File: config.mk
export PLATFORM = sky130hd
export DESIGN_NAME = sram_copy_sched
export DESIGN_NICKNAME = d
export VERILOG_FILES = /design/src/rtl/bk_mem_pkg.sv /design/src/rtl/copy_mux.sv /design/src/rtl/sram_copy_sched.sv
export SDC_FILE = /design/constraint.sdc
export NUM_CORES = 1
export LEC_CHECK = 0
export ABC_AREA = 1
export BUFFER_PORTS_ARGS = -buffer_cell sky130_fd_sc_hd__buf_4
export CELL_PAD_IN_SITES_DETAIL_PLACEMENT = 1
export CELL_PAD_IN_SITES_GLOBAL_PLACEMENT = 2
export CORE_MARGIN = 8
export CORE_UTILIZATION = 25
export DETAILED_ROUTE_END_ITERATION = 10
export PLACE_DENSITY = 0.87
export SLEW_MARGIN = 20
export SYNTH_ARGS = -nofsm -noshare
export SYNTH_HDL_FRONTEND = slang
export SYNTH_SLANG_ARGS = --single-unit
File: constraint.sdc
create_clock -name clk -period 4.6 [get_ports clk]
set_clock_uncertainty 0.1 [all_clocks]
set_input_delay 0.92 -clock clk [delete_from_list [all_inputs] [get_ports clk]]
set_output_delay 0.92 -clock clk [all_outputs]
set_load 0.01 [all_outputs]
File: src/rtl/bk_mem_pkg.sv
// Shared definitions for the SRAM bulk-copy port: scheduler states and address map.
package bk_mem_pkg;

  localparam int COPY_AW = 25;
  localparam logic [COPY_AW-1:0] SRAM_ROM_BASE = 25'h0080000;

  typedef enum logic [2:0] {
    ST_WAIT,
    ST_CRD,
    ST_CLAT,
    ST_MWR,
    ST_INC,
    ST_DONE,
    ST_IDLE,
    ST_DISK
  } copy_state_t;

endpackage

File: src/rtl/copy_mux.sv
// Owner mux for the SRAM copy port: boot copier or disk controller drives it.
module copy_mux
  import bk_mem_pkg::*;
(
  input  logic               sel_disk,
  input  logic               boot_we,
  input  logic [COPY_AW-1:0] boot_addr,
  input  logic [15:0]        boot_dout,
  input  logic               dsk_virt,
  input  logic [COPY_AW-1:0] dsk_addr,
  input  logic [15:0]        dsk_dout,
  input  logic               dsk_we,
  input  logic               dsk_rd,
  input  logic               mem_ack,
  input  logic [15:0]        mem_din,
  output logic               mem_virt,
  output logic [COPY_AW-1:0] mem_addr,
  output logic [15:0]        mem_dout,
  output logic               mem_we,
  output logic               mem_rd,
  output logic               dsk_ack,
  output logic [15:0]        dsk_din
);

  always_comb begin
    mem_virt = 1'b0;
    mem_addr = boot_addr;
    mem_dout = boot_dout;
    mem_we   = boot_we;
    mem_rd   = 1'b0;
    dsk_ack  = 1'b0;
    dsk_din  = '0;
    if (sel_disk) begin
      mem_virt = dsk_virt;
      mem_addr = dsk_addr;
      mem_dout = dsk_dout;
      mem_we   = dsk_we;
      // a simultaneous write and read from the disk side resolves to the write
      mem_rd   = dsk_rd & ~dsk_we;
      dsk_ack  = mem_ack;
      dsk_din  = mem_din;
    end
  end

endmodule

File: src/rtl/sram_copy_sched.sv
// Boot-time ROM-to-SRAM copier and disk arbiter for the SRAM bulk-copy port.
//   state | meaning
//   WAIT  | settle after reset before touching the cache
//   CRD   | two-cycle cache read of the current word
//   CLAT  | capture cache data into the write latch
//   MWR   | SRAM write, held until ack or timeout
//   INC   | advance word, loop or finish
//   DONE  | raise sys_ready, release the CPU
//   IDLE  | boot finished, port free
//   DISK  | disk controller owns the port
module sram_copy_sched
  import bk_mem_pkg::*;
#(
  parameter int                 INIT_WAIT   = 500000,
  parameter int                 WORDS       = 32768,
  parameter logic [COPY_AW-1:0] SRAM_BASE   = SRAM_ROM_BASE,
  parameter int                 ACK_TIMEOUT = 255
) (
  input  logic               clk,
  input  logic               reset,
  output logic [15:0]        cache_addr,
  output logic               cache_rd,
  input  logic [15:0]        cache_q,
  output logic               mem_copy,
  output logic               mem_virt,
  output logic [COPY_AW-1:0] mem_addr,
  output logic [15:0]        mem_dout,
  output logic               mem_we,
  output logic               mem_rd,
  input  logic [15:0]        mem_din,
  input  logic               mem_ack,
  input  logic               dsk_req,
  input  logic               dsk_virt,
  input  logic [COPY_AW-1:0] dsk_addr,
  input  logic [15:0]        dsk_dout,
  input  logic               dsk_we,
  input  logic               dsk_rd,
  output logic               dsk_gnt,
  output logic               dsk_ack,
  output logic [15:0]        dsk_din,
  output logic               sys_ready,
  output logic               cpu_hold,
  output logic               copy_err
);

  localparam int WAIT_W = (INIT_WAIT > 1) ? $clog2(INIT_WAIT) : 1;
  localparam int TMO_W  = (ACK_TIMEOUT > 1) ? $clog2(ACK_TIMEOUT) : 1;
  localparam logic [WAIT_W-1:0] WAIT_LAST = WAIT_W'(INIT_WAIT - 1);
  localparam logic [TMO_W-1:0]  TMO_LAST  = TMO_W'(ACK_TIMEOUT - 1);
  localparam logic [15:0]       WORD_LAST = 16'(WORDS - 1);

  copy_state_t        state, state_nxt;
  logic [WAIT_W-1:0]  wait_cnt;
  logic [TMO_W-1:0]   tmo_cnt;
  logic [15:0]        word;
  logic               crd_ph;
  logic [15:0]        latch;

  logic               wait_last;
  logic               ack_timeout;
  logic               boot_we;
  logic [COPY_AW-1:0] boot_addr;
  logic [15:0]        boot_dout;

  assign wait_last   = (wait_cnt == WAIT_LAST);
  assign ack_timeout = (state == ST_MWR) && !mem_ack && (tmo_cnt == TMO_LAST);

  always_ff @(posedge clk) begin
    if (reset) begin
      state     <= ST_WAIT;
      wait_cnt  <= '0;
      tmo_cnt   <= '0;
      word      <= '0;
      crd_ph    <= 1'b0;
      latch     <= '0;
      sys_ready <= 1'b0;
      copy_err  <= 1'b0;
    end else begin
      state    <= state_nxt;
      wait_cnt <= (state == ST_WAIT && !wait_last) ? wait_cnt + WAIT_W'(1) : '0;
      tmo_cnt  <= (state == ST_MWR) ? tmo_cnt + TMO_W'(1) : '0;
      crd_ph   <= (state == ST_CRD) ? ~crd_ph : 1'b0;
      if (state == ST_CLAT) latch <= cache_q;
      if (state == ST_INC) word <= word + 16'd1;
      if (ack_timeout) copy_err <= 1'b1;
      if (state == ST_DONE) sys_ready <= 1'b1;
    end
  end

  always_comb begin
    state_nxt = state;
    case (state)
      ST_WAIT: if (wait_last) state_nxt = ST_CRD;
      ST_CRD:  if (crd_ph) state_nxt = ST_CLAT;
      ST_CLAT: state_nxt = ST_MWR;
      ST_MWR:  if (mem_ack || ack_timeout) state_nxt = ST_INC;
      ST_INC:  state_nxt = (word == WORD_LAST) ? ST_DONE : ST_CRD;
      // a disk request already pending at DONE is granted without an IDLE cycle
      ST_DONE: state_nxt = dsk_req ? ST_DISK : ST_IDLE;
      ST_IDLE: if (dsk_req) state_nxt = ST_DISK;
      ST_DISK: if (!dsk_req) state_nxt = ST_IDLE;
      default: state_nxt = ST_WAIT;
    endcase
  end

  always_comb begin
    cache_rd   = (state == ST_CRD);
    cache_addr = cache_rd ? {word[14:0], 1'b0} : '0;
    boot_we    = (state == ST_MWR);
    boot_addr  = boot_we ? SRAM_BASE + COPY_AW'({word, 1'b0}) : '0;
    boot_dout  = boot_we ? latch : '0;
    mem_copy   = state inside {ST_CRD, ST_CLAT, ST_MWR, ST_INC, ST_DONE, ST_DISK};
    dsk_gnt    = (state == ST_DISK);
    cpu_hold   = !sys_ready || dsk_gnt;
  end

  copy_mux u_copy_mux (
    .sel_disk  (dsk_gnt),
    .boot_we   (boot_we),
    .boot_addr (boot_addr),
    .boot_dout (boot_dout),
    .dsk_virt  (dsk_virt),
    .dsk_addr  (dsk_addr),
    .dsk_dout  (dsk_dout),
    .dsk_we    (dsk_we),
    .dsk_rd    (dsk_rd),
    .mem_ack   (mem_ack),
    .mem_din   (mem_din),
    .mem_virt  (mem_virt),
    .mem_addr  (mem_addr),
    .mem_dout  (mem_dout),
    .mem_we    (mem_we),
    .mem_rd    (mem_rd),
    .dsk_ack   (dsk_ack),
    .dsk_din   (dsk_din)
  );

endmodule

# [Word-level counts from Yosys, hierarchy flattened]
# Index checks and enable logic that the tools add are counted.
[classes] add_sub_neg=4 eq_ne=15 reduce_logical=14 n_bitwise=6 mux=18
[op_table] operator="$mux W16" count=4
[op_table] operator="$mux W25" count=1
[op_table] operator="$pmux W3 S8" count=1
[op_table] operator="$add A20 B17 Y21 const A" count=1
[op_table] operator="$mux W21" count=1
[op_table] operator="$add A19 B1 Y19 const B" count=1
[op_table] operator="$eq A19 B19 Y1 const B" count=1
[op_table] operator="$mux W3" count=6
[op_table] operator="$add A16 B1 Y16 const B" count=1
[op_table] operator="$eq A16 B15 Y1 const B" count=1
[op_table] operator="$eq A3 B3 Y1 const B" count=4
[op_table] operator="$add A8 B1 Y8 const B" count=1
[op_table] operator="$eq A8 B8 Y1 const B" count=1
[op_table] operator="$ne A2 B2 Y1 const B" count=4
[op_table] operator="$eq A3 B2 Y1 const B" count=2
[op_table] operator="$reduce_bool A6 Y1" count=1
[op_table] operator="$reduce_or A2 Y1" count=3
[op_table] operator="$mux W1" count=5
[op_table] operator="$not A1 Y1" count=5
[op_table] operator="$reduce_and A5 Y1" count=1
[op_table] operator="$eq A3 B1 Y1 const B" count=1
[op_table] operator="$logic_and A1 B1 Y1" count=3
[op_table] operator="$logic_not A1 Y1" count=3
[op_table] operator="$logic_not A3 Y1" count=1
[op_table] operator="3 further kinds" count=4
[word_totals] wordCells=65 out_inout_bits=83 reg_bits=65 input_bits=80

# [Logic depth before layout (Yosys ltp)]
# Gate-level depths: netlist of the first run.
[depth] word_depth=6 mapped_depth=11 mapped_depth_nobuf=11

# [By module]
# A second synthesis of the first run with hierarchy kept.
[hier_totals] cells_unflattened=640 area_unflattened_um2=3895.0
[by_module_without_submodules] mod="sram_copy_sched" area_per_inst_um2=3171.8 n_inst=1 cells_each=464 seq_area_each_um2=1301.2
[by_module_without_submodules] mod="copy_mux" area_per_inst_um2=723.2 n_inst=1 cells_each=176 seq_area_each_um2=0.0

# [Worst setup path before layout of the first run]
# No wires, ideal clock.
[synth_path] kind="register to output" startpoint="register state[0]" endpoint="output port mem_addr[10]" setup_slack_ps=2338 t_required_ps=3580 arrival_ps=1242 stages_incl_launch_ff=6 path_cell_list="dfxtp_1 -> nand2_2 -> nor2_4 -> inv_1 -> clkbuf_1 -> o21ai_0"
[synth_via] elab_chain_len=3
[synth_lines] element="from (decl)" line="sram_copy_sched.sv:52" text="copy_state_t state, state_nxt;"
[synth_lines] element="from (signal assigned)" line="sram_copy_sched.sv:79" text="state <= state_nxt;"
[synth_lines] element="$eq A3 B2 Y1" line="sram_copy_sched.sv:109" text="boot_we = (state == ST_MWR);"
[synth_lines] element="$mux W21" line="sram_copy_sched.sv:110" text="boot_addr = boot_we ? SRAM_BASE + COPY_AW'({word, 1'b0}) : '0;"
[synth_lines] element="$mux W25 (*)" line="copy_mux.sv:33" text="if (sel_disk) begin"
[synth_lines] element="to (decl)" line="sram_copy_sched.sv:26" text="output logic [COPY_AW-1:0] mem_addr,"
# Mark *: on every way between the ends. The rest lies on a longest branch, timed or not.

# [Final worst setup path of the first run]
[layout_path] startpoint="register state[2]" endpoint="output port dsk_din[2]"
[layout_via] elab_chain_len=2
[layout_lines] element="$eq A3 B3 Y1" line="sram_copy_sched.sv:113" text="dsk_gnt = (state == ST_DISK);"
[layout_lines] element="$mux W16" line="copy_mux.sv:33"
[layout_lines] element="to (decl)" line="sram_copy_sched.sv:40" text="output logic [15:0] dsk_din,"
# Every way passes these cells.

==> flow_summary.yaml, run 1 <==
floorplanning:
  rows: 44
  core_area_sq_mm: 0.0144
  die_h_um: 137
  die-area_sq_mm: 0.0186
  start_util_pct: 25.3
  io_pins: 163
  die_w_um: 137
setup_path:
  critPathSlowestCell: "dfxtp_1"
  reg2reg_from: "state[2]"
  cpPeakStageDelay_ns: 0.66
  critPathKind: "reg2out"
  path_cells: "inv_2 > nor2_4 > buf_4 > inv_2 > nor2_1 > buf_4"
  cp.required_ns: 3.58
  endpoint_kind: "output pin"
  crit_family: "buffers and inverters"
  regToRegEndpoint: "latch[5]"
  crit_arrival_ns: 2.38
  start_kind: "register"
  ff2ff_setup_slack_ns: 2.71
  cp.buffers_inverters: 4
  path_max_fanout: 28
  ff2ff_path_depth: 4
logic_synthesis:
  postSynthCellCount: 565
  synth_top_family_by_area: "simple AND/OR/NAND/NOR gates"
  synth-simple-area-share_pct: 32.3
  yosysWarnings: 0
  syn_area_sq_mm: 0.00363
  synth_compound_area_share_pct: 16.0
  ys_ff_latch: 65
  netlist-cell-type-count: 41
  syn_nets: 649
  muxShareOfSynthArea_pct: 0
  synth_xor_area_share_pct: 1.93
  synth_seq_area_share_pct: 35.8
  synth_fa_ha_area_share_pct: 1.38
  avgSynthCellArea_sq_um: 6.43
place:
  place_congestion: 0.850
  pre_cts_slack_ns: 1.53
  dp_hpwl_mm: 10.3
  port_buffers: 161
cts:
  post_cts_buffers: 0
  insertion_delay_ns: 0.32
  cts_resized: 0
  h-tree-depth: 3
  clk_pin_slew_worst_paths_ns: 0.06
  hold_buffers: 0
  root_buffer: "clkbuf_16"
  cts.sinks: 65
  cts_tree: "built"
  clockBufferDepth: 2
  cts_buffers: 9
global_routing:
  grt_use_total_pct: 13.6
  grt_antenna_before_repair: 0
  grt_max_degree: 33
  first_global_vias: 4255
  grt_overflow: 0
  grt_pass1_wl_mm: 20.6
run:
  drv_cap: 0
finish:
  nFillCells: 1841
  area_growth_pct: 45.5
  n_antenna_cell: 0
  layout-drive-gt1-share_pct: 27.8
  fin_nets: 803
min_path:
  hp-start: "latch[9]"
  hold_class: "reg2reg"
  holdPathStages: 2
  min_to: "latch[9]"
routing:
  drt_wl_total_mm: 13.1
  wl_per_cell_um: 14.4
  vias: 4111
  drc: 0
  dr.pass1.iters: 4
  ant_nets: 0
  routed_via_density: 4.53
  drt-initial-drc-count: 152
pwr:
  power_switching_mw: 0.281
  internal_power_mw: 1.03
  p_leak_nw: 2.27
  ir_worst_vdd_mv: 0.143
  pwr_density_cell_mw_per_mm2: 249
  p_comb_share_pct: 5.9
  power.share.clock_pct: 50.9
  seqPwrFrac_pct: 43.2
  swShare_pct: 21.4
timing:
  tightestPinTransition_ns: 0.872
  timing.slew.headroom_pct: 41.8
  fmax_ghz: 0.294
  period_share_pct: 73.9
  setup_tns_ns: 0
  worst_slack_ns: 1.20
  slew_viol_final: 0
  setup_viol: 0
  final.min_clock_period_ns: 3.40
  rsz0062_at_grt: "no"
  hold_viol_final: 0
  fin_hold_ws_ns: 0.349
run_status:
  outcome: "completed"
metal layers:
metal,wire [um],global-route usage [%],share of wire [%],up-vias
li1,-,-,-,2080
met1,5450,15.9,42,1900
met2,6460,24.0,49,120
met3,1050,3.49,8.0,11
met4,144,4.09,1.1,0
met5,0,0,0,-
through the flow:
stage | total power [mW] | util (%) | cell area (sq um) | instances
5_1_grt | 1.37 | 36.8 | 5280 | 908
4_1_cts | 1.34 | 36.7 | 5280 | 908
6_report | 1.31 | 36.8 | 5280 | 908
2_1_floorplan | 0.600 | - | 3630 | 565
3_5_place_dp | 0.659 | 34.7 | 4990 | 892
3_3_place_gp | 0.657 | 34.7 | 4990 | 892
how the worst max path moves through the flow:
stage               startpoint      endpoint  slack [ns]  cells past startpoint
floorplan             state[0]  mem_addr[10]        2.34                      5
global placement      state[2]       dsk_ack        1.68                      6
detailed placement    state[2]    dsk_din[2]        1.53                      6
CTS                   state[2]    dsk_din[2]        1.17                      6
global route          state[2]    dsk_din[2]        0.95                      6
finish                state[2]    dsk_din[2]        1.20                      6
power by group through the flow:
stage | Sequential, mW | Combinational [mW] | Clock (mW)
after floorplan | 0.579 | 0.0210 | 0
after global placement | 0.580 | 0.0775 | 0
after detailed placement | 0.580 | 0.0786 | 0
after CTS | 0.568 | 0.0789 | 0.692
after global routing | 0.568 | 0.0860 | 0.717
final | 0.568 | 0.0778 | 0.668
cell usage after synthesis, drive strengths merged:
cell type | count | area share, %
clkinv | 2 | 0.21
a31oi | 1 | 0.17
nor2 | 105 | 12
nand3 | 22 | 3.4
o21a | 2 | 0.41
a21oi | 47 | 6.6
a22o | 1 | 0.24
ha | 4 | 1.4
inv | 93 | 9.6
nor3b | 3 | 0.62
or3 | 1 | 0.17
nand3b | 1 | 0.21
buf | 12 | 1.9
or2 | 5 | 0.86
nand4 | 8 | 1.4
xor2 | 7 | 1.7
a211oi | 1 | 0.21
conb | 1 | 0.10
clkbuf | 8 | 0.83
and2 | 1 | 0.17
dfxtp | 65 | 36
xnor2 | 1 | 0.24
nor3 | 14 | 2.7
o21bai | 1 | 0.21
nand2 | 100 | 11
o21ai | 59 | 8.1
worst register-to-register path: stages, from the launching register on:
cell and delay (ns):
dfxtp_1 0.47, inv_2 0.22, nand3_2 0.51, o21ai_0 0.39, a21oi_1 0.07
cells in the final DEF (no fill, tap or decap), types with 2 or more instances in the layout:
cell | netlist | routed
nor2_4 | 3 | 3
clkinv_2 | 0 | 2
ha_1 | 4 | 4
nand4_1 | 8 | 8
xor2_1 | 7 | 7
dfxtp_1 | 65 | 65
o21a_1 | 2 | 2
nor2_2 | 3 | 3
a21oi_1 | 46 | 46
clkbuf_16 | 0 | 9
buf_4 | 2 | 163
nand2_1 | 98 | 98
o21ai_0 | 39 | 39
inv_2 | 6 | 6
nor3_4 | 2 | 2
nor2_1 | 98 | 98
nor3b_1 | 3 | 3
clkinv_1 | 2 | 2
nand3_1 | 19 | 18
nor3_1 | 11 | 11
or2_0 | 4 | 4
nand3_2 | 3 | 4
inv_1 | 87 | 87
clkbuf_1 | 8 | 2
o21ai_1 | 20 | 20
state kept, by name, indices dropped and copies added, names as in the netlist:
register	count
wait_cnt	19
state	3
crd_ph	1
sys_ready	1
tmo_cnt	8
copy_err	1
latch	16
word	16
final cells by class:
class	count	area, sq um	area share [%]
inverter	95	357	6.75
clock inverter	5	56.3	1.07
sequential	65	1300	24.6
tap	184	230	4.36
clock buffer	11	233	4.41
multi-input combinational	385	1880	35.6
timing repair buffer	163	1220	23.2
logic make-up (layout without fill, tap and decap cells):
logic type      after synthesis  count (layout)
flops                        65              65
xor+xnor                      8               8
other cells                   1               1
simple gates                260             260
compound gates              112             112
fa+ha+maj                     4               4
buf+inv                     115             274
Note: power is estimated with default switching activity, not from simulation.
==> run 2: changes to the inputs <==
--- a/config.mk
+++ b/config.mk
@@ -10,9 +10,9 @@
 export CELL_PAD_IN_SITES_DETAIL_PLACEMENT = 1
 export CELL_PAD_IN_SITES_GLOBAL_PLACEMENT = 2
 export CORE_MARGIN = 8
-export CORE_UTILIZATION = 25
+export CORE_UTILIZATION = 21
 export DETAILED_ROUTE_END_ITERATION = 10
-export PLACE_DENSITY = 0.87
+export PLACE_DENSITY = 0.79
 export SLEW_MARGIN = 20
 export SYNTH_ARGS = -nofsm -noshare
 export SYNTH_HDL_FRONTEND = slang
==> constraint.sdc (replaced) <==
create_clock -name clk -period 3 [get_ports clk]
set_clock_uncertainty 0.1 [all_clocks]
set_input_delay 0.6 -clock clk [delete_from_list [all_inputs] [get_ports clk]]
set_output_delay 0.6 -clock clk [all_outputs]
set_load 0.01 [all_outputs]
==> run 2 against run 1 <==
Sequential share of layout area down 0.72 points. Via count up 0.17%. Hold slack better by 0.00087 ns. Die area up 17%. Setup slack worse by 1.0 ns. Register-to-register slack worse by 1.5 ns. Combinational power up 56%. Flip-flop and latch count unchanged. Critical endpoint is now mem_dout[12]. Largest cell class unchanged. Largest power group unchanged.
==> flow_summary.yaml, run 2 (synthesis results as in run 1) <==
run_status:
  outcome: "completed"
pwr:
  ir_worst_vdd_mv: 0.300
  p_leak_nw: 2.33
  pwr_density_cell_mw_per_mm2: 405
  power_mw: 2.20
routing:
  wl_per_cell_um: 14.5
  drt_wl_total_mm: 13.9
  dr.pass1.iters: 4
  routed_via_density: 4.31
  drt-initial-drc-count: 175
  vias: 4118
  drc: 0
  ant_nets: 0
setup_path:
  cp.depth: 6
  crit_start: "state[1]"
  cp.buffers_inverters: 2
  critPathSlowestCell: "dfxtp_1"
  crit_path_end: "mem_dout[12]"
  critPathKind: "reg2out"
  path_max_fanout: 27
  critPathMostFrequentCell: "buf_4"
  start_kind: "register"
  path_cells: "nand2_2 > nor2_4 > buf_4 > nand2_1 > o21ai_0 > buf_4"
  crit_arrival_ns: 2.10
  crit_family: "simple AND/OR/NAND/NOR gates"
  cpPeakStageDelay_ns: 0.55
  ff2ff_path_depth: 5
  ff2ff_setup_slack_ns: 1.17
  cp.required_ns: 2.30
  regToRegEndpoint: "tmo_cnt[7]"
  reg2reg_from: "state[1]"
  endpoint_kind: "output pin"
floorplanning:
  io_pins: 163
  die-area_sq_mm: 0.0218
  die_h_um: 147
  rows: 48
  core_area_sq_mm: 0.0171
  start_util_pct: 21.2
  die_w_um: 147
place:
  port_buffers: 161
  place_congestion: 0.788
  post_dp_cell_area_sq_mm: 0.00505
  dp_hpwl_mm: 11.0
global_routing:
  grt_use_total_pct: 12.7
  grt_max_degree: 33
  grt_overflow: 0
  grt_pass1_wl_mm: 22.5
  grt_antenna_before_repair: 0
  first_global_vias: 4383
timing:
  rsz0062_at_grt: "no"
  period_share_pct: 93.2
  fmax_ghz: 0.357
  fin_hold_ws_ns: 0.350
  hold_viol_final: 0
  final.min_clock_period_ns: 2.80
  setup_tns_ns: 0
  slew_viol_final: 0
  setup_viol: 0
cts:
  root_buffer: "clkbuf_16"
  hold_buffers: 0
  cts.sinks: 65
  h-tree-depth: 3
  clk_pin_slew_worst_paths_ns: 0.05
  cts_tree: "built"
  cts_buffers: 9
  insertion_delay_ns: 0.33
  clockBufferDepth: 2
finish:
  top_regs: "wait_cnt (19), latch (16), word (16)"
  area_growth_pct: 50.0
  top_register: "wait_cnt"
  mostFrequentLayoutCells: "buf_4, nor2_1, nand2_1, inv_1, dfxtp_1"
  final_common_cell: "buf_4"
  fin_nets: 809
  layout-drive-gt1-share_pct: 28.8
  design_area_sq_mm: 0.00545
  largest_reg_flops: 19
  n_antenna_cell: 0
min_path:
  hold_class: "reg2reg"
run:
  drv_cap: 0
run 2: layer usage:
layer / part of all wire [%] / GRT usage, % / vias to the layer above
li1: - / - / 2093
met4: 1.3 / 4.64 / 0
met3: 5.8 / 3.49 / 11
met2: 47 / 21.7 / 116
met5: 0 / 0 / -
met1: 46 / 14.8 / 1898
run 2: how the worst min path moves through the flow:
stage / end / cells after the start / start / slack [ns]
after floorplan: latch[12] / 2 / latch[12] / 0.32
after global placement: latch[9] / 2 / latch[9] / 0.34
after detailed placement: latch[9] / 2 / latch[9] / 0.35
after CTS: latch[9] / 2 / latch[9] / 0.35
after global routing: latch[9] / 2 / latch[9] / 0.38
final: latch[9] / 2 / latch[9] / 0.35
run 2: worst register-to-register path, cell delays in order, from the launching register on:
cell and delay [ns]:
dfxtp_1 0.55, nand2_2 0.24, nor2_4 0.27, nand2_1 0.27, o21bai_1 0.23, a21oi_1 0.10
run 2: timing repair:
item                       4_1_cts  5_1_grt
setup endpoints to repair        1       31
cloned                           0        1
gates resized for setup          0        3
setup buffers                    0        4
run 2: stage by stage:
stage	worst slack (ns)	utilization, %	cells
after global routing	0.0196	31.8	955
final	0.203	31.8	955
after CTS	-0.00629	31.5	950
after global placement	0.549	29.5	934
after floorplan	1.06	-	565
after detailed placement	0.369	29.5	934
run 2: area by class of cell:
| type | count | area, sq um |
|---|---|---|
| Fill cell | 2202 | 11700 |
| Clock inverter | 6 | 105 |
| Timing Repair Buffer | 168 | 1270 |
| Tap cell | 225 | 282 |
| Multi-Input combinational cell | 385 | 1880 |
| Timing Repair inverter | 1 | 7.51 |
| Sequential cell | 65 | 1300 |
| Clock buffer | 10 | 239 |
| Inverter | 95 | 360 |
run 2: report_power, final:
part / leakage, nW / switching, mW / internal (mW)
Clock: 0.172 / 0.384 / 0.829
Sequential: 0.524 / 0.00368 / 0.867
Combinational: 1.64 / 0.0454 / 0.0753
Total: 2.33 / 0.433 / 1.77
